## src/rtl/llr_packer.sv

```systemverilog
// llr_packer: gathers LLR_W-bit soft-bit words into GROUP-lane vectors.
//   clk_h, rst_n         : clock (rising edge) and async active-low reset
//   ival/iready          : input handshake, word accepted when both high
//   isop/ieop/ieof, ibit : input flags and LLR word
//   oval/oready          : output handshake, vector consumed when both high
//   osop/oeop/oeof       : flags of the presented vector
//   obit                 : packed vector, lane 0 = earliest word
//   olanes               : number of real (non-pad) lanes
//   oerr                 : one-cycle pulse when isop arrives mid-group
module llr_packer #(
  parameter int unsigned      LLR_W   = 5,
  parameter int unsigned      GROUP   = 8,
  parameter logic [LLR_W-1:0] PAD_VAL = '0
) (
  input  logic                            clk_h,
  input  logic                            rst_n,
  input  logic                            ival,
  output logic                            iready,
  input  logic                            isop,
  input  logic                            ieop,
  input  logic                            ieof,
  input  logic [LLR_W-1:0]                ibit,
  output logic                            oval,
  input  logic                            oready,
  output logic                            osop,
  output logic                            oeop,
  output logic                            oeof,
  output logic [GROUP-1:0][LLR_W-1:0]     obit,
  output logic [$clog2(GROUP):0]          olanes,
  output logic                            oerr
);

  localparam int unsigned CNT_W  = $clog2(GROUP);
  localparam int unsigned LANE_W = CNT_W + 1;

  typedef logic [GROUP-1:0][LLR_W-1:0] vec_t;
  typedef enum logic {FILL = 1'b0, HOLD = 1'b1} state_t;

  state_t             state_q, state_d;
  logic [CNT_W-1:0]   cnt_q;
  vec_t               acc_q;
  logic               grp_sop_q;
  logic               h_sop_q, h_eop_q, h_eof_q;
  logic [LANE_W-1:0]  h_lanes_q;

  logic               out_free_c, accept_c, restart_c, close_c;
  logic               load_new_c, load_held_c, sop_c;
  logic [CNT_W-1:0]   idx_c;
  logic [LANE_W-1:0]  lanes_c;
  vec_t               vec_c;

  // Input side is open only while no closed group is parked.
  assign iready = (state_q == FILL);

  // Next-state and group-assembly decode.
  always_comb begin
    state_d     = state_q;
    out_free_c  = !oval || oready;
    accept_c    = ival && (state_q == FILL);
    // isop mid-group drops the partial group and restarts at lane 0.
    restart_c   = accept_c && isop && (cnt_q != '0);
    idx_c       = restart_c ? '0 : cnt_q;
    close_c     = accept_c && ((idx_c == CNT_W'(GROUP - 1)) || ieop);
    sop_c       = (idx_c == '0) ? isop : grp_sop_q;
    lanes_c     = LANE_W'(idx_c) + LANE_W'(1);
    load_new_c  = close_c && out_free_c;
    load_held_c = (state_q == HOLD) && out_free_c;
    vec_c       = '0;
    // Closing word lands at idx_c; lanes beyond it are erasures.
    for (int i = 0; i < int'(GROUP); i++) begin
      if (CNT_W'(i) < idx_c)       vec_c[i] = acc_q[i];
      else if (CNT_W'(i) == idx_c) vec_c[i] = ibit;
      else                         vec_c[i] = PAD_VAL;
    end
    case (state_q)
      FILL:    if (close_c && !out_free_c) state_d = HOLD;
      HOLD:    if (out_free_c)             state_d = FILL;
      default: state_d = FILL;
    endcase
  end

  // State register.
  always_ff @(posedge clk_h or negedge rst_n) begin
    if (!rst_n) state_q <= FILL;
    else        state_q <= state_d;
  end

  // Accumulator, parked group and output register.
  always_ff @(posedge clk_h or negedge rst_n) begin
    if (!rst_n) begin
      cnt_q     <= '0;
      acc_q     <= '0;
      grp_sop_q <= 1'b0;
      h_sop_q   <= 1'b0;
      h_eop_q   <= 1'b0;
      h_eof_q   <= 1'b0;
      h_lanes_q <= '0;
      oval      <= 1'b0;
      osop      <= 1'b0;
      oeop      <= 1'b0;
      oeof      <= 1'b0;
      obit      <= '0;
      olanes    <= '0;
      oerr      <= 1'b0;
    end else begin
      oerr <= restart_c;

      if (accept_c) begin
        if (close_c) begin
          cnt_q <= '0;
        end else begin
          cnt_q        <= idx_c + CNT_W'(1);
          acc_q[idx_c] <= ibit;
        end
        if (idx_c == '0) grp_sop_q <= isop;
      end

      // Output busy at close: park the finished vector in the accumulator.
      if (close_c && !out_free_c) begin
        acc_q     <= vec_c;
        h_sop_q   <= sop_c;
        h_eop_q   <= ieop;
        h_eof_q   <= ieop && ieof;
        h_lanes_q <= lanes_c;
      end

      if (load_new_c) begin
        oval   <= 1'b1;
        obit   <= vec_c;
        osop   <= sop_c;
        oeop   <= ieop;
        oeof   <= ieop && ieof;
        olanes <= lanes_c;
      end else if (load_held_c) begin
        oval   <= 1'b1;
        obit   <= acc_q;
        osop   <= h_sop_q;
        oeop   <= h_eop_q;
        oeof   <= h_eof_q;
        olanes <= h_lanes_q;
      end else if (oval && oready) begin
        oval   <= 1'b0;
        obit   <= '0;
        osop   <= 1'b0;
        oeop   <= 1'b0;
        oeof   <= 1'b0;
        olanes <= '0;
      end
    end
  end

endmodule
```

## config.mk

```make
export PLATFORM = sky130hd
export DESIGN_NAME = llr_packer
export DESIGN_NICKNAME = d
export VERILOG_FILES = /design/src/rtl/llr_packer.sv
export SDC_FILE = /design/constraint.sdc
export NUM_CORES = 1
export LEC_CHECK = 0
export BUFFER_PORTS_ARGS = -buffer_cell sky130_fd_sc_hd__clkbuf_2
export CORE_MARGIN = 3
export CORE_UTILIZATION = 55
export DETAILED_ROUTE_END_ITERATION = 7
export PLACE_DENSITY = 0.76
export SYNTH_ARGS = -nofsm -noshare
export SYNTH_HDL_FRONTEND = slang
export SYNTH_SLANG_ARGS = --single-unit
```

## constraint.sdc

```tcl
create_clock -name clk_h -period 3.8 [get_ports clk_h]
set_input_delay 0.38 -clock clk_h [delete_from_list [all_inputs] [get_ports clk_h]]
set_output_delay 0.38 -clock clk_h [all_outputs]
set_load 0.02 [all_outputs]
```

==> results of run 1 <==
## cells by family (layout without fill, tap and decap cells)
group                    after synthesis  count (layout)
AO/OA/AOI/OAI                        163             163
adder cells (fa/ha/maj)                4               4
buffers and inverters                 59             111
flip-flops                           101             101
multiplexers                          21              21
AND/OR/NAND/NOR                      160             160
## sequential cells by signal (all words and copies together), names as in the netlist, 3 cells and up
name and flops:
obit 40, olanes 4, cnt_q 3, h_lanes_q 4, acc_q 40
## layout make-up
class,count,area [um2],area share [%]
clock inverter,7,73.82,1.332
tap,105,131.4,2.371
timing repair buffer,77,440.4,7.949
sequential,101,2527,45.62
clock buffer,9,123.9,2.236
inverter,18,67.56,1.220
multi-input combinational,348,2176,39.27
## cell usage after synthesis (6+ instances only)
| library cell | instances |
|---|---|
| sky130_fd_sc_hd__nand2b_1 | 8 |
| sky130_fd_sc_hd__a32oi_1 | 17 |
| sky130_fd_sc_hd__dfrtp_1 | 101 |
| sky130_fd_sc_hd__nor2_1 | 44 |
| sky130_fd_sc_hd__a22o_1 | 22 |
| sky130_fd_sc_hd__inv_1 | 18 |
| sky130_fd_sc_hd__clkbuf_1 | 32 |
| sky130_fd_sc_hd__nand3_1 | 8 |
| sky130_fd_sc_hd__o22ai_1 | 12 |
| sky130_fd_sc_hd__a221oi_1 | 14 |
| sky130_fd_sc_hd__mux2i_1 | 16 |
| sky130_fd_sc_hd__o21ai_1 | 6 |
| sky130_fd_sc_hd__nor3_1 | 6 |
| sky130_fd_sc_hd__nand2_1 | 69 |
| sky130_fd_sc_hd__a21oi_1 | 16 |
| sky130_fd_sc_hd__o21ai_0 | 40 |
## power groups by stage
stage,logic (mW),clock network (mW),registers [mW]
after floorplan,0.354,0,1.44
after global placement,0.645,0,1.37
after detailed placement,0.659,0,1.37
after CTS,0.662,0.706,1.36
after global routing,0.728,0.739,1.38
final,0.659,0.690,1.36
## per-layer routing
metal	track usage (%)	share of wire, %
met1	36.91	44
met2	42.10	47
met3	2.907	6.0
met4	12.44	2.7
met5	0	0
## worst max path at each step
stage	start	to	slack (ns)
after floorplan	cnt_q[1]	acc_q[24]	0.71
after global placement	isop	acc_q[23]	0.58
after detailed placement	isop	acc_q[20]	0.54
after CTS	state_q	acc_q[20]	0.70
after global routing	cnt_q[2]	acc_q[15]	0.48
final	cnt_q[2]	acc_q[3]	0.68
==> run_summary.xml, run 1 <==
<?xml version="1.0" encoding="UTF-8"?>
<metrics>
  <group name="power">
    <metric name="total_power" unit="mW">2.709</metric>
    <metric name="p_leak" unit="nW">2.665</metric>
    <metric name="areal_power_density_over_the_cells" unit="mW/mm2">489.0</metric>
    <metric name="cell_internal_power" unit="mW">1.796</metric>
    <metric name="seq_power_share" unit="%">50.2</metric>
    <metric name="combinationalPowerShare" unit="%">24.3</metric>
    <metric name="power.switching_fraction" unit="%">33.72</metric>
    <metric name="power.share.clock" unit="%">25.5</metric>
    <metric name="power.ir.vdd_worst" unit="mV">0.2476</metric>
    <metric name="power_switching" unit="mW">0.9136</metric>
  </group>
  <group name="floorplanning">
    <metric name="floorplan.initialDensity" unit="%">58.32</metric>
    <metric name="fp_rows" unit="">33</metric>
    <metric name="dieWidth" unit="um">100.5</metric>
    <metric name="design.die.area" unit="mm2">0.01010</metric>
    <metric name="pin_count" unit="">62</metric>
    <metric name="fp.coreArea" unit="mm2">0.008423</metric>
    <metric name="die_h" unit="um">100.5</metric>
  </group>
  <group name="clocking">
    <metric name="ctsLongestPathBuffers" unit="">2</metric>
    <metric name="deepest_level_of_the_cts_h_tree" unit="">3</metric>
    <metric name="clk_pin_slew" unit="ns">0.11</metric>
    <metric name="cts_setup_buffers" unit="">0</metric>
    <metric name="tritoncts_clock_tree" unit="">yes</metric>
    <metric name="cts.root.buffer_cell" unit="">sky130_fd_sc_hd__clkbuf_8</metric>
    <metric name="numCtsBuffers" unit="">9</metric>
    <metric name="clock_sinks" unit="">101</metric>
    <metric name="ctsHoldBuffers" unit="">0</metric>
    <metric name="postCtsResizedCells" unit="">0</metric>
    <metric name="worst_skew_pair.late_latency" unit="ns">0.37</metric>
  </group>
  <group name="finish">
    <metric name="postLayoutCoreUtil" unit="%">65.78</metric>
    <metric name="fin_nets" unit="">571</metric>
    <metric name="post_route_cells_drive_above_1_share" unit="%">18.93</metric>
    <metric name="final_cells" unit="">665</metric>
    <metric name="most-common-layout-cells" unit="">sky130_fd_sc_hd__dfrtp_1 (101), sky130_fd_sc_hd__nand2_1 (69), sky130_fd_sc_hd__clkbuf_2 (60), sky130_fd_sc_hd__nor2_1 (44), sky130_fd_sc_hd__o21ai_0 (40)</metric>
    <metric name="final_cell_area" unit="mm2">0.005540</metric>
    <metric name="fill_cells" unit="">677</metric>
    <metric name="final_common_cell" unit="">sky130_fd_sc_hd__dfrtp_1</metric>
    <metric name="antenna_cells_inserted" unit="">0</metric>
    <metric name="area_overhead_vs_synth" unit="%">12.79</metric>
  </group>
  <group name="sta">
    <metric name="rsz0062_at_grt" unit="">false</metric>
    <metric name="maxSlewViolCount" unit="">0</metric>
    <metric name="final.setup.tns" unit="ns">0</metric>
    <metric name="hold-worst-slack" unit="ns">0.1783</metric>
    <metric name="final_critical_path_setup_slack" unit="ns">0.6832</metric>
    <metric name="final_critical_path_required_period" unit="ns">3.117</metric>
    <metric name="worstMarginPinSlew" unit="ns">1.032</metric>
    <metric name="final_min_period_over_clock_period" unit="%">82.02</metric>
    <metric name="worst_clock_skew" unit="ns">0.01714</metric>
    <metric name="final-setup-viol-count" unit="">0</metric>
    <metric name="relSlewSlack" unit="%">31.22</metric>
    <metric name="report.final.hold_viol_count" unit="">0</metric>
    <metric name="fmax" unit="MHz">320.8</metric>
  </group>
  <group name="worst_setup_path">
    <metric name="reg2reg_setup_slack" unit="ns">0.68</metric>
    <metric name="timing.rr.end" unit="">acc_q[3]</metric>
    <metric name="regToRegStartpoint" unit="">cnt_q[2]</metric>
    <metric name="endpoint_kind" unit="">flip-flop</metric>
    <metric name="critPathRequiredTime" unit="ns">4.07</metric>
    <metric name="ff2ff_path_depth" unit="">7</metric>
    <metric name="critical_path_depth" unit="">7</metric>
    <metric name="maximum_single_stage_delay_on_the_critical_path" unit="ns">0.73</metric>
    <metric name="path_common_cell" unit="">sky130_fd_sc_hd__nor2_1</metric>
    <metric name="crit_family" unit="">simple AND/OR/NAND/NOR gates</metric>
    <metric name="wp_buf_inv" unit="">1</metric>
    <metric name="critical_path.startpoint_type" unit="">flip-flop</metric>
    <metric name="worstPathCellList" unit="">inv_1, nor2_1, ha_1, nor2_1, nor3_2, o2bb2ai_1, mux2_2</metric>
    <metric name="crit_fanout" unit="">18</metric>
    <metric name="timing.critical_path.slowest_stage_cell" unit="">sky130_fd_sc_hd__dfrtp_1</metric>
    <metric name="cp_data_arrival_time" unit="ns">3.38</metric>
    <metric name="crit_type" unit="">reg -&gt; reg</metric>
  </group>
  <group name="synth">
    <metric name="netlist.top_cell.by_area" unit="">sky130_fd_sc_hd__dfrtp_1</metric>
    <metric name="yosys-top-cells-area" unit="">sky130_fd_sc_hd__dfrtp_1 (51%), sky130_fd_sc_hd__nand2_1 (5.3%), sky130_fd_sc_hd__o21ai_0 (4.1%), sky130_fd_sc_hd__a22o_1 (3.9%), sky130_fd_sc_hd__nor2_1 (3.4%)</metric>
    <metric name="synthCells" unit="">508</metric>
    <metric name="post_synth_mux_area_share" unit="%">4.407</metric>
    <metric name="syn-cell-area" unit="mm2">0.004912</metric>
    <metric name="async_flop_share" unit="%">100.0</metric>
    <metric name="synth_warnings" unit="">0</metric>
    <metric name="synth.ff_latch_count" unit="">101</metric>
    <metric name="synth_compound_area_share" unit="%">23.46</metric>
    <metric name="synth_cell_types" unit="">52</metric>
    <metric name="synth.net_count" unit="">524</metric>
    <metric name="synth_enable_flop_cells" unit="">0</metric>
    <metric name="post_synthesis_xor_xnor_area_fraction" unit="%">0</metric>
    <metric name="sequential_fraction_of_the_synthesis_area" unit="%">51.45</metric>
    <metric name="yosysTopAreaCellShare" unit="%">51.45</metric>
    <metric name="largest_family_of_logic_cells_by_synthesized_area" unit="">compound AO/OA/AOI/OAI gates</metric>
    <metric name="synth_simple_gate_area_share" unit="%">15.03</metric>
    <metric name="synth-adder-area-share" unit="%">1.019</metric>
    <metric name="post_synth.cell_area_avg" unit="um2">9.670</metric>
    <metric name="yosys_most_used_dff" unit="">sky130_fd_sc_hd__dfrtp_1</metric>
  </group>
  <group name="routing">
    <metric name="drt-vias-per-instance" unit="">6.423</metric>
    <metric name="violation_count_after_the_first_detailed_routing_iteration" unit="">335</metric>
    <metric name="drc" unit="">0</metric>
    <metric name="totalWireLength" unit="um">12980</metric>
    <metric name="num_vias" unit="">4271</metric>
    <metric name="first_pass_iters" unit="">6</metric>
    <metric name="route.detailed.wl_per_inst" unit="um">19.52</metric>
    <metric name="ant_nets" unit="">0</metric>
  </group>
  <group name="place">
    <metric name="estimated_wirelength_of_the_detail_placed_design" unit="um">8477</metric>
    <metric name="gpl.final_weighted_congestion" unit="">0.9891</metric>
    <metric name="io_buffers" unit="">61</metric>
    <metric name="numPlacedInstances" unit="">649</metric>
    <metric name="placement.setup.worst_slack" unit="ns">0.5424</metric>
    <metric name="dpl_cell_area" unit="mm2">0.005343</metric>
  </group>
  <group name="grt">
    <metric name="first_global_vias" unit="">4263</metric>
    <metric name="gr-total-overflow" unit="">0</metric>
    <metric name="grt_pass1_wl" unit="um">21390</metric>
    <metric name="maximum_number_of_pins_on_one_net_before_global_route_repair" unit="">83</metric>
    <metric name="grt_antenna_before_repair" unit="">0</metric>
    <metric name="global_route.usage.total" unit="%">26.60</metric>
  </group>
  <group name="run">
    <metric name="max-cap-violations" unit="">0</metric>
  </group>
  <group name="worst_hold_path">
    <metric name="min-delay-path-class" unit="">in -&gt; async</metric>
  </group>
  <group name="run_status">
    <metric name="run_status" unit="">complete, no violations</metric>
  </group>
</metrics>
(Power assumes the default switching activity.)
==> run 2, diff against run 1 <==
ABC_AREA = 1   (was unset)
CORE_UTILIZATION = 53   (was 55)
clock period = 2.6 ns   (was 3.8 ns; I/O delays follow)
==> run_summary.xml, run 2 <==
<?xml version="1.0" encoding="UTF-8"?>
<metrics>
  <group name="run_status">
    <metric name="run_status" unit="">complete, no violations</metric>
  </group>
  <group name="clocking">
    <metric name="ctsLongestPathBuffers" unit="">2</metric>
    <metric name="cts_setup_buffers" unit="">0</metric>
    <metric name="worst_skew_pair.late_latency" unit="ns">0.36</metric>
    <metric name="cts.root.buffer_cell" unit="">sky130_fd_sc_hd__clkbuf_8</metric>
    <metric name="clk_pin_slew" unit="ns">0.10</metric>
    <metric name="deepest_level_of_the_cts_h_tree" unit="">3</metric>
    <metric name="clock_sinks" unit="">101</metric>
    <metric name="tritoncts_clock_tree" unit="">yes</metric>
    <metric name="numCtsBuffers" unit="">9</metric>
  </group>
  <group name="routing">
    <metric name="totalWireLength" unit="um">13260</metric>
    <metric name="route.detailed.wl_per_inst" unit="um">14.89</metric>
    <metric name="drt-vias-per-instance" unit="">5.522</metric>
    <metric name="routedLengthMet1" unit="um">5895</metric>
    <metric name="met2_wirelength" unit="um">6386</metric>
    <metric name="num_vias" unit="">4920</metric>
    <metric name="violation_count_after_the_first_detailed_routing_iteration" unit="">323</metric>
    <metric name="drc" unit="">0</metric>
    <metric name="met3RoutedLength" unit="um">738</metric>
    <metric name="first_pass_iters" unit="">5</metric>
    <metric name="topRoutingLayerUsed" unit="">met4</metric>
    <metric name="ant_nets" unit="">0</metric>
  </group>
  <group name="floorplanning">
    <metric name="design.die.area" unit="mm2">0.01126</metric>
    <metric name="fp_rows" unit="">35</metric>
    <metric name="fp.coreArea" unit="mm2">0.009503</metric>
    <metric name="pin_count" unit="">62</metric>
    <metric name="dieWidth" unit="um">106.1</metric>
    <metric name="die_h" unit="um">106.1</metric>
    <metric name="floorplan.initialDensity" unit="%">55.91</metric>
  </group>
  <group name="sta">
    <metric name="fmax" unit="MHz">418.1</metric>
    <metric name="final_min_period_over_clock_period" unit="%">91.99</metric>
    <metric name="final-setup-viol-count" unit="">0</metric>
    <metric name="rsz0062_at_grt" unit="">false</metric>
    <metric name="worstMarginPinSlew" unit="ns">0.7904</metric>
    <metric name="relSlewSlack" unit="%">47.31</metric>
    <metric name="worst_clock_skew" unit="ns">0.01024</metric>
    <metric name="final_critical_path_required_period" unit="ns">2.392</metric>
    <metric name="report.final.hold_viol_count" unit="">0</metric>
    <metric name="final.setup.tns" unit="ns">0</metric>
    <metric name="maxSlewViolCount" unit="">0</metric>
  </group>
  <group name="finish">
    <metric name="fin_nets" unit="">773</metric>
    <metric name="reg.largest.list" unit="">acc_q (40), obit (40)</metric>
    <metric name="final_common_cell" unit="">sky130_fd_sc_hd__nand2_1</metric>
    <metric name="final_cell_area" unit="mm2">0.005949</metric>
    <metric name="fill_cells" unit="">867</metric>
    <metric name="antenna_cells_inserted" unit="">0</metric>
    <metric name="post_route_cells_drive_above_1_share" unit="%">16.67</metric>
    <metric name="multi_input_comb_area" unit="mm2">0.002412</metric>
    <metric name="area_overhead_vs_synth" unit="%">11.99</metric>
    <metric name="most-common-layout-cells" unit="">sky130_fd_sc_hd__nand2_1 (320), sky130_fd_sc_hd__nand3_1 (105), sky130_fd_sc_hd__dfrtp_1 (101), sky130_fd_sc_hd__clkbuf_2 (60), sky130_fd_sc_hd__inv_1 (33)</metric>
    <metric name="seqCellArea" unit="mm2">0.002527</metric>
  </group>
  <group name="worst_hold_path">
    <metric name="min-delay-path-class" unit="">in -&gt; reg</metric>
    <metric name="timing.hold.worst_endpoint" unit="">h_eof_q</metric>
    <metric name="hold_start" unit="">ieof</metric>
    <metric name="whs_path_depth" unit="">3</metric>
  </group>
  <group name="worst_setup_path">
    <metric name="worstPathCellList" unit="">inv_2, nand3_4, buf_4, nand2_2, inv_1, ha_1, nor2_2, nor2_4, nand2_4, inv_4, nor2_1, nand2_1, nand3_1</metric>
    <metric name="crit_fanout" unit="">28</metric>
    <metric name="maximum_single_stage_delay_on_the_critical_path" unit="ns">0.38</metric>
    <metric name="wp_buf_inv" unit="">4</metric>
    <metric name="regToRegStartpoint" unit="">state_q</metric>
    <metric name="reg2reg_setup_slack" unit="ns">0.21</metric>
    <metric name="critical_path.startpoint_type" unit="">flip-flop</metric>
    <metric name="timing.rr.end" unit="">acc_q[30]</metric>
    <metric name="timing.critical_path.slowest_stage_cell" unit="">sky130_fd_sc_hd__dfrtp_1</metric>
    <metric name="crit_type" unit="">reg -&gt; reg</metric>
    <metric name="crit_family" unit="">simple AND/OR/NAND/NOR gates</metric>
    <metric name="ff2ff_path_depth" unit="">13</metric>
    <metric name="critPathRequiredTime" unit="ns">2.90</metric>
    <metric name="critical_path_depth" unit="">13</metric>
    <metric name="cp_data_arrival_time" unit="ns">2.69</metric>
    <metric name="endpoint_kind" unit="">flip-flop</metric>
  </group>
  <group name="power">
    <metric name="power.ir.vdd_worst" unit="mV">0.3470</metric>
    <metric name="areal_power_density_over_the_cells" unit="mW/mm2">686.2</metric>
    <metric name="p_leak" unit="nW">3.227</metric>
  </group>
  <group name="synth">
    <metric name="syn-cell-area" unit="mm2">0.005313</metric>
    <metric name="synth_warnings" unit="">0</metric>
    <metric name="synthMostInstantiatedCell" unit="">sky130_fd_sc_hd__nand2_1</metric>
    <metric name="yosys-top-cells-area" unit="">sky130_fd_sc_hd__dfrtp_1 (48%), sky130_fd_sc_hd__nand2_1 (23%), sky130_fd_sc_hd__nand3_1 (9.9%), sky130_fd_sc_hd__inv_1 (2.3%), sky130_fd_sc_hd__o211ai_1 (2.3%)</metric>
    <metric name="synth_cell_types" unit="">32</metric>
    <metric name="synth_enable_flop_cells" unit="">0</metric>
    <metric name="synth.ff_latch_count" unit="">101</metric>
    <metric name="synthCells" unit="">702</metric>
    <metric name="yosysTopAreaCellShare" unit="%">47.57</metric>
    <metric name="yosys_most_used_dff" unit="">sky130_fd_sc_hd__dfrtp_1</metric>
    <metric name="synth.top_cells.by_count" unit="">sky130_fd_sc_hd__nand2_1 (320), sky130_fd_sc_hd__nand3_1 (105), sky130_fd_sc_hd__dfrtp_1 (101), sky130_fd_sc_hd__inv_1 (33), sky130_fd_sc_hd__nor2_1 (20)</metric>
    <metric name="async_flop_share" unit="%">100.0</metric>
    <metric name="sequential_fraction_of_the_synthesis_area" unit="%">47.57</metric>
    <metric name="post_synth.cell_area_avg" unit="um2">7.568</metric>
    <metric name="synth.net_count" unit="">718</metric>
    <metric name="netlist.top_cell.by_area" unit="">sky130_fd_sc_hd__dfrtp_1</metric>
  </group>
  <group name="grt">
    <metric name="grt_antenna_before_repair" unit="">0</metric>
    <metric name="gr-total-overflow" unit="">0</metric>
    <metric name="global_route.usage.total" unit="%">24.62</metric>
    <metric name="maximum_number_of_pins_on_one_net_before_global_route_repair" unit="">61</metric>
    <metric name="first_global_vias" unit="">4786</metric>
    <metric name="grt_pass1_wl" unit="um">22560</metric>
  </group>
  <group name="run">
    <metric name="max-cap-violations" unit="">0</metric>
  </group>
  <group name="place">
    <metric name="io_buffers" unit="">61</metric>
    <metric name="dpl_cell_area" unit="mm2">0.005720</metric>
    <metric name="estimated_wirelength_of_the_detail_placed_design" unit="um">8863</metric>
    <metric name="gpl.final_weighted_congestion" unit="">0.9170</metric>
  </group>
</metrics>
## run 2: repair_timing
action,in CTS,in global routing
hold buffers,1,0
resized for setup,1,4
endpoints found under the setup margin,6,45
gates cloned,0,0
endpoints found under the hold margin,2,0
## run 2: final cells by class
class,count,share of cell area [%]
inverter,43,2.902
sequential,101,42.48
clock inverter,5,0.9884
tap,129,2.713
multi-input combinational,524,40.55
clock buffer,11,2.376
timing repair buffer,78,7.992
## run 2: tightest hold or removal path: cells and delay by family
family	cells	cell delay (ns)
AO/OA/AOI/OAI	1	0.06
buffers and inverters	1	0.09
AND/OR/NAND/NOR	1	0.06
## run 2: cells by family (layout without fill, tap and decap cells)
group / after synthesis / in the layout / synth area share, %
AO/OA/AOI/OAI: 53 / 53 / 6.971
adder cells (fa/ha/maj): 4 / 4 / 0.9421
buffers and inverters: 77 / 137 / 7.325
flip-flops: 101 / 101 / 47.57
AND/OR/NAND/NOR: 467 / 467 / 37.19
## run 2: how the worst max path moves through the flow
stage	startpoint	end	slack, ns
floorplan	state_q	acc_q[0]	0.17
global placement	cnt_q[1]	obit[2]	0.20
detailed placement	cnt_q[1]	obit[3]	0.02
CTS	state_q	acc_q[27]	0.15
global route	state_q	acc_q[4]	0.005
finish	state_q	acc_q[30]	0.21
## run 2: stage by stage
stage | std cells | hold WS [ns] | setup WS (ns) | util, % | total power, mW
3_5_place_dp | 874 | 0.3931 | 0.01917 | 60.20 | 3.080
6_report | 891 | 0.1453 | 0.2083 | 62.61 | 4.083
2_1_floorplan | 702 | -0.03559 | 0.1730 | - | 2.756
5_1_grt | 891 | 0.1620 | 0.005012 | 62.61 | 4.326
3_3_place_gp | 874 | 0.3902 | 0.1989 | 60.20 | 3.044
4_1_cts | 891 | 0.1348 | 0.1460 | 62.44 | 4.096
## run 2: layer usage
layer	GRT usage, %	up-vias
li1	-	2357
met1	32.51	2366
met2	41.09	171
met3	3.400	26
met4	9.621	0
met5	0	-
## run 2: power by group
group	internal [mW]	leakage, nW	switching, mW
Sequential	1.84	1.36	0.187
Clock	0.474	0.0959	0.546
Combinational	0.334	1.77	0.699
==> run 3, diff against run 2 <==
CELL_PAD_IN_SITES_DETAIL_PLACEMENT = 0   (was unset)
CELL_PAD_IN_SITES_GLOBAL_PLACEMENT = 1   (was unset)
CORE_UTILIZATION = 39   (was 53)
PLACE_DENSITY = unset   (was 0.76)
PLACE_DENSITY_LB_ADDON = 0.1   (was unset)
==> run_summary.xml, run 3 (synthesis gave the netlist of run 2 again) <==
<?xml version="1.0" encoding="UTF-8"?>
<metrics>
  <group name="routing">
    <metric name="route.detailed.wl_per_inst" unit="um">15.95</metric>
    <metric name="violation_count_after_the_first_detailed_routing_iteration" unit="">386</metric>
    <metric name="ant_nets" unit="">0</metric>
    <metric name="num_vias" unit="">4838</metric>
    <metric name="drc" unit="">0</metric>
    <metric name="totalWireLength" unit="um">15090</metric>
    <metric name="first_pass_iters" unit="">7</metric>
    <metric name="drt-vias-per-instance" unit="">5.114</metric>
  </group>
  <group name="worst_hold_path">
    <metric name="min-delay-path-class" unit="">in -&gt; async</metric>
  </group>
  <group name="power">
    <metric name="cell_internal_power" unit="mW">3.161</metric>
    <metric name="power_switching" unit="mW">1.502</metric>
    <metric name="combinationalPowerShare" unit="%">22.9</metric>
    <metric name="areal_power_density_over_the_cells" unit="mW/mm2">752.1</metric>
    <metric name="power.ir.vdd_worst" unit="mV">0.3100</metric>
    <metric name="p_leak" unit="nW">3.339</metric>
    <metric name="power.switching_fraction" unit="%">32.22</metric>
    <metric name="seq_power_share" unit="%">43.3</metric>
    <metric name="power.share.clock" unit="%">33.8</metric>
  </group>
  <group name="finish">
    <metric name="multi_input_comb_area" unit="mm2">0.002404</metric>
    <metric name="most-common-layout-cells" unit="">sky130_fd_sc_hd__nand2_1 (320), sky130_fd_sc_hd__nand3_1 (105), sky130_fd_sc_hd__dfrtp_1 (101), sky130_fd_sc_hd__clkbuf_2 (60), sky130_fd_sc_hd__inv_1 (33)</metric>
    <metric name="seqCellArea" unit="mm2">0.002527</metric>
    <metric name="final_cells" unit="">946</metric>
    <metric name="antenna_cells_inserted" unit="">0</metric>
    <metric name="fin_nets" unit="">781</metric>
    <metric name="area_overhead_vs_synth" unit="%">16.70</metric>
    <metric name="final_cell_area" unit="mm2">0.006200</metric>
    <metric name="reg.largest.list" unit="">acc_q (40), obit (40)</metric>
    <metric name="fill_cells" unit="">1402</metric>
    <metric name="post_route_cells_drive_above_1_share" unit="%">17.27</metric>
    <metric name="final_common_cell" unit="">sky130_fd_sc_hd__nand2_1</metric>
  </group>
  <group name="worst_setup_path">
    <metric name="cp_data_arrival_time" unit="ns">2.74</metric>
    <metric name="crit_fanout" unit="">17</metric>
    <metric name="crit_type" unit="">reg -&gt; reg</metric>
    <metric name="wp_buf_inv" unit="">2</metric>
    <metric name="timing.critical_path.slowest_stage_cell" unit="">sky130_fd_sc_hd__dfrtp_1</metric>
    <metric name="maximum_single_stage_delay_on_the_critical_path" unit="ns">0.37</metric>
    <metric name="crit_family" unit="">simple AND/OR/NAND/NOR gates</metric>
    <metric name="endpoint_kind" unit="">flip-flop</metric>
    <metric name="critPathRequiredTime" unit="ns">2.89</metric>
    <metric name="worstPathCellList" unit="">inv_2, nand3_4, a21oi_1, nor2_1, ha_1, ha_1, nor2_2, nor2_4, nand2_4, inv_4, nor2_1, nand2_1, nand3_1</metric>
    <metric name="critical_path.startpoint_type" unit="">flip-flop</metric>
  </group>
  <group name="place">
    <metric name="io_buffers" unit="">61</metric>
    <metric name="dpl_cell_area" unit="mm2">0.005847</metric>
    <metric name="placement.setup.worst_slack" unit="ns">0.1840</metric>
    <metric name="gpl.final_weighted_congestion" unit="">0.8195</metric>
    <metric name="estimated_wirelength_of_the_detail_placed_design" unit="um">10130</metric>
    <metric name="numPlacedInstances" unit="">930</metric>
  </group>
  <group name="floorplanning">
    <metric name="fp_rows" unit="">42</metric>
    <metric name="design.die.area" unit="mm2">0.01506</metric>
    <metric name="fp.coreArea" unit="mm2">0.01330</metric>
    <metric name="floorplan.initialDensity" unit="%">39.96</metric>
    <metric name="pin_count" unit="">62</metric>
    <metric name="dieWidth" unit="um">122.7</metric>
    <metric name="die_h" unit="um">122.7</metric>
  </group>
  <group name="grt">
    <metric name="grt.busiest_layer" unit="">met2</metric>
    <metric name="use_met2" unit="%">35.12</metric>
    <metric name="grt_pass1_wl" unit="um">25250</metric>
    <metric name="first_global_vias" unit="">4835</metric>
    <metric name="grt_antenna_before_repair" unit="">0</metric>
    <metric name="groute.layer.met3.usage" unit="%">3.134</metric>
    <metric name="global_route.usage.total" unit="%">21.66</metric>
    <metric name="grtUsageMet1" unit="%">29.56</metric>
    <metric name="gr-total-overflow" unit="">0</metric>
    <metric name="maximum_number_of_pins_on_one_net_before_global_route_repair" unit="">102</metric>
  </group>
  <group name="clocking">
    <metric name="tritoncts_clock_tree" unit="">yes</metric>
    <metric name="ctsHoldBuffers" unit="">0</metric>
    <metric name="clock_sinks" unit="">101</metric>
    <metric name="ctsLongestPathBuffers" unit="">2</metric>
    <metric name="worst_skew_pair.late_latency" unit="ns">0.35</metric>
    <metric name="deepest_level_of_the_cts_h_tree" unit="">3</metric>
    <metric name="numCtsBuffers" unit="">9</metric>
    <metric name="cts_setup_buffers" unit="">0</metric>
    <metric name="clk_pin_slew" unit="ns">0.07</metric>
    <metric name="cts.root.buffer_cell" unit="">sky130_fd_sc_hd__clkbuf_16</metric>
  </group>
  <group name="sta">
    <metric name="hold-worst-slack" unit="ns">-0.03893</metric>
    <metric name="worstMarginPinSlew" unit="ns">0.6407</metric>
    <metric name="worst_clock_skew" unit="ns">0.004107</metric>
    <metric name="relSlewSlack" unit="%">57.24</metric>
    <metric name="final-setup-viol-count" unit="">0</metric>
    <metric name="rsz0062_at_grt" unit="">false</metric>
    <metric name="final_critical_path_setup_slack" unit="ns">0.1583</metric>
    <metric name="maxSlewViolCount" unit="">0</metric>
    <metric name="final_critical_path_required_period" unit="ns">2.442</metric>
    <metric name="report.final.hold_viol_count" unit="">52</metric>
    <metric name="final_min_period_over_clock_period" unit="%">93.91</metric>
    <metric name="final.setup.tns" unit="ns">0</metric>
    <metric name="fmax" unit="MHz">409.5</metric>
  </group>
  <group name="run_status">
    <metric name="violations" unit="">hold timing</metric>
    <metric name="run_status" unit="">finished with violations</metric>
  </group>
  <group name="run">
    <metric name="max-cap-violations" unit="">0</metric>
  </group>
</metrics>
run 3: per-stage QoR:
stage               power, mW  utilization (%)
detailed placement      3.122            43.98
global route            4.943            46.63
global placement        3.104            43.98
CTS                     4.710            46.55
floorplan               2.756                -
finish                  4.663            46.63
run 3: what timing repair did:
| item | in CTS | in global routing |
|---|---|---|
| resized for setup | 0 | 4 |
| endpoints found under the hold margin | 0 | 0 |
| endpoints found under the setup margin | 0 | 19 |
run 3: final timing paths:
| kind | start | to | slack, ns | cells past startpoint |
|---|---|---|---|---|
| setup / recovery | state_q | acc_q[4] | 0.16 | 13 |
| min in group clk_h | ieof | h_eof_q | 0.16 | 3 |
| hold reg to reg | olanes[0] | olanes[0] | 0.48 | 2 |
| hold / removal | rst_n | obit[39] | -0.04 | 2 |
| setup reg to reg | state_q | acc_q[4] | 0.16 | 13 |
| max in group asynchronous | rst_n | acc_q[24] | 2.18 | 2 |
run 3: power by group through the flow:
stage	clock network, mW	registers (mW)	logic (mW)
5_1_grt	1.66	2.06	1.22
4_1_cts	1.61	2.02	1.08
3_5_place_dp	0	2.05	1.07
6_report	1.58	2.02	1.07
3_3_place_gp	0	2.04	1.06
2_1_floorplan	0	2.12	0.641
run 3: final cells by class:
cell class / count / area share (%)
well taps: 176 / 3.552
clock inverters: 4 / 1.534
inverters: 43 / 2.745
multi-input cells: 524 / 38.77
repair buffers: 86 / 8.658
flip-flops and latches: 101 / 40.77
clock buffers: 12 / 3.976
run 3: per-layer routing:
metal / share of wire [%] / routed length [um]
met3: 4.5 / 673
met1: 47 / 7057
met4: 1.7 / 264
met2: 47 / 7092
met5: 0 / 0
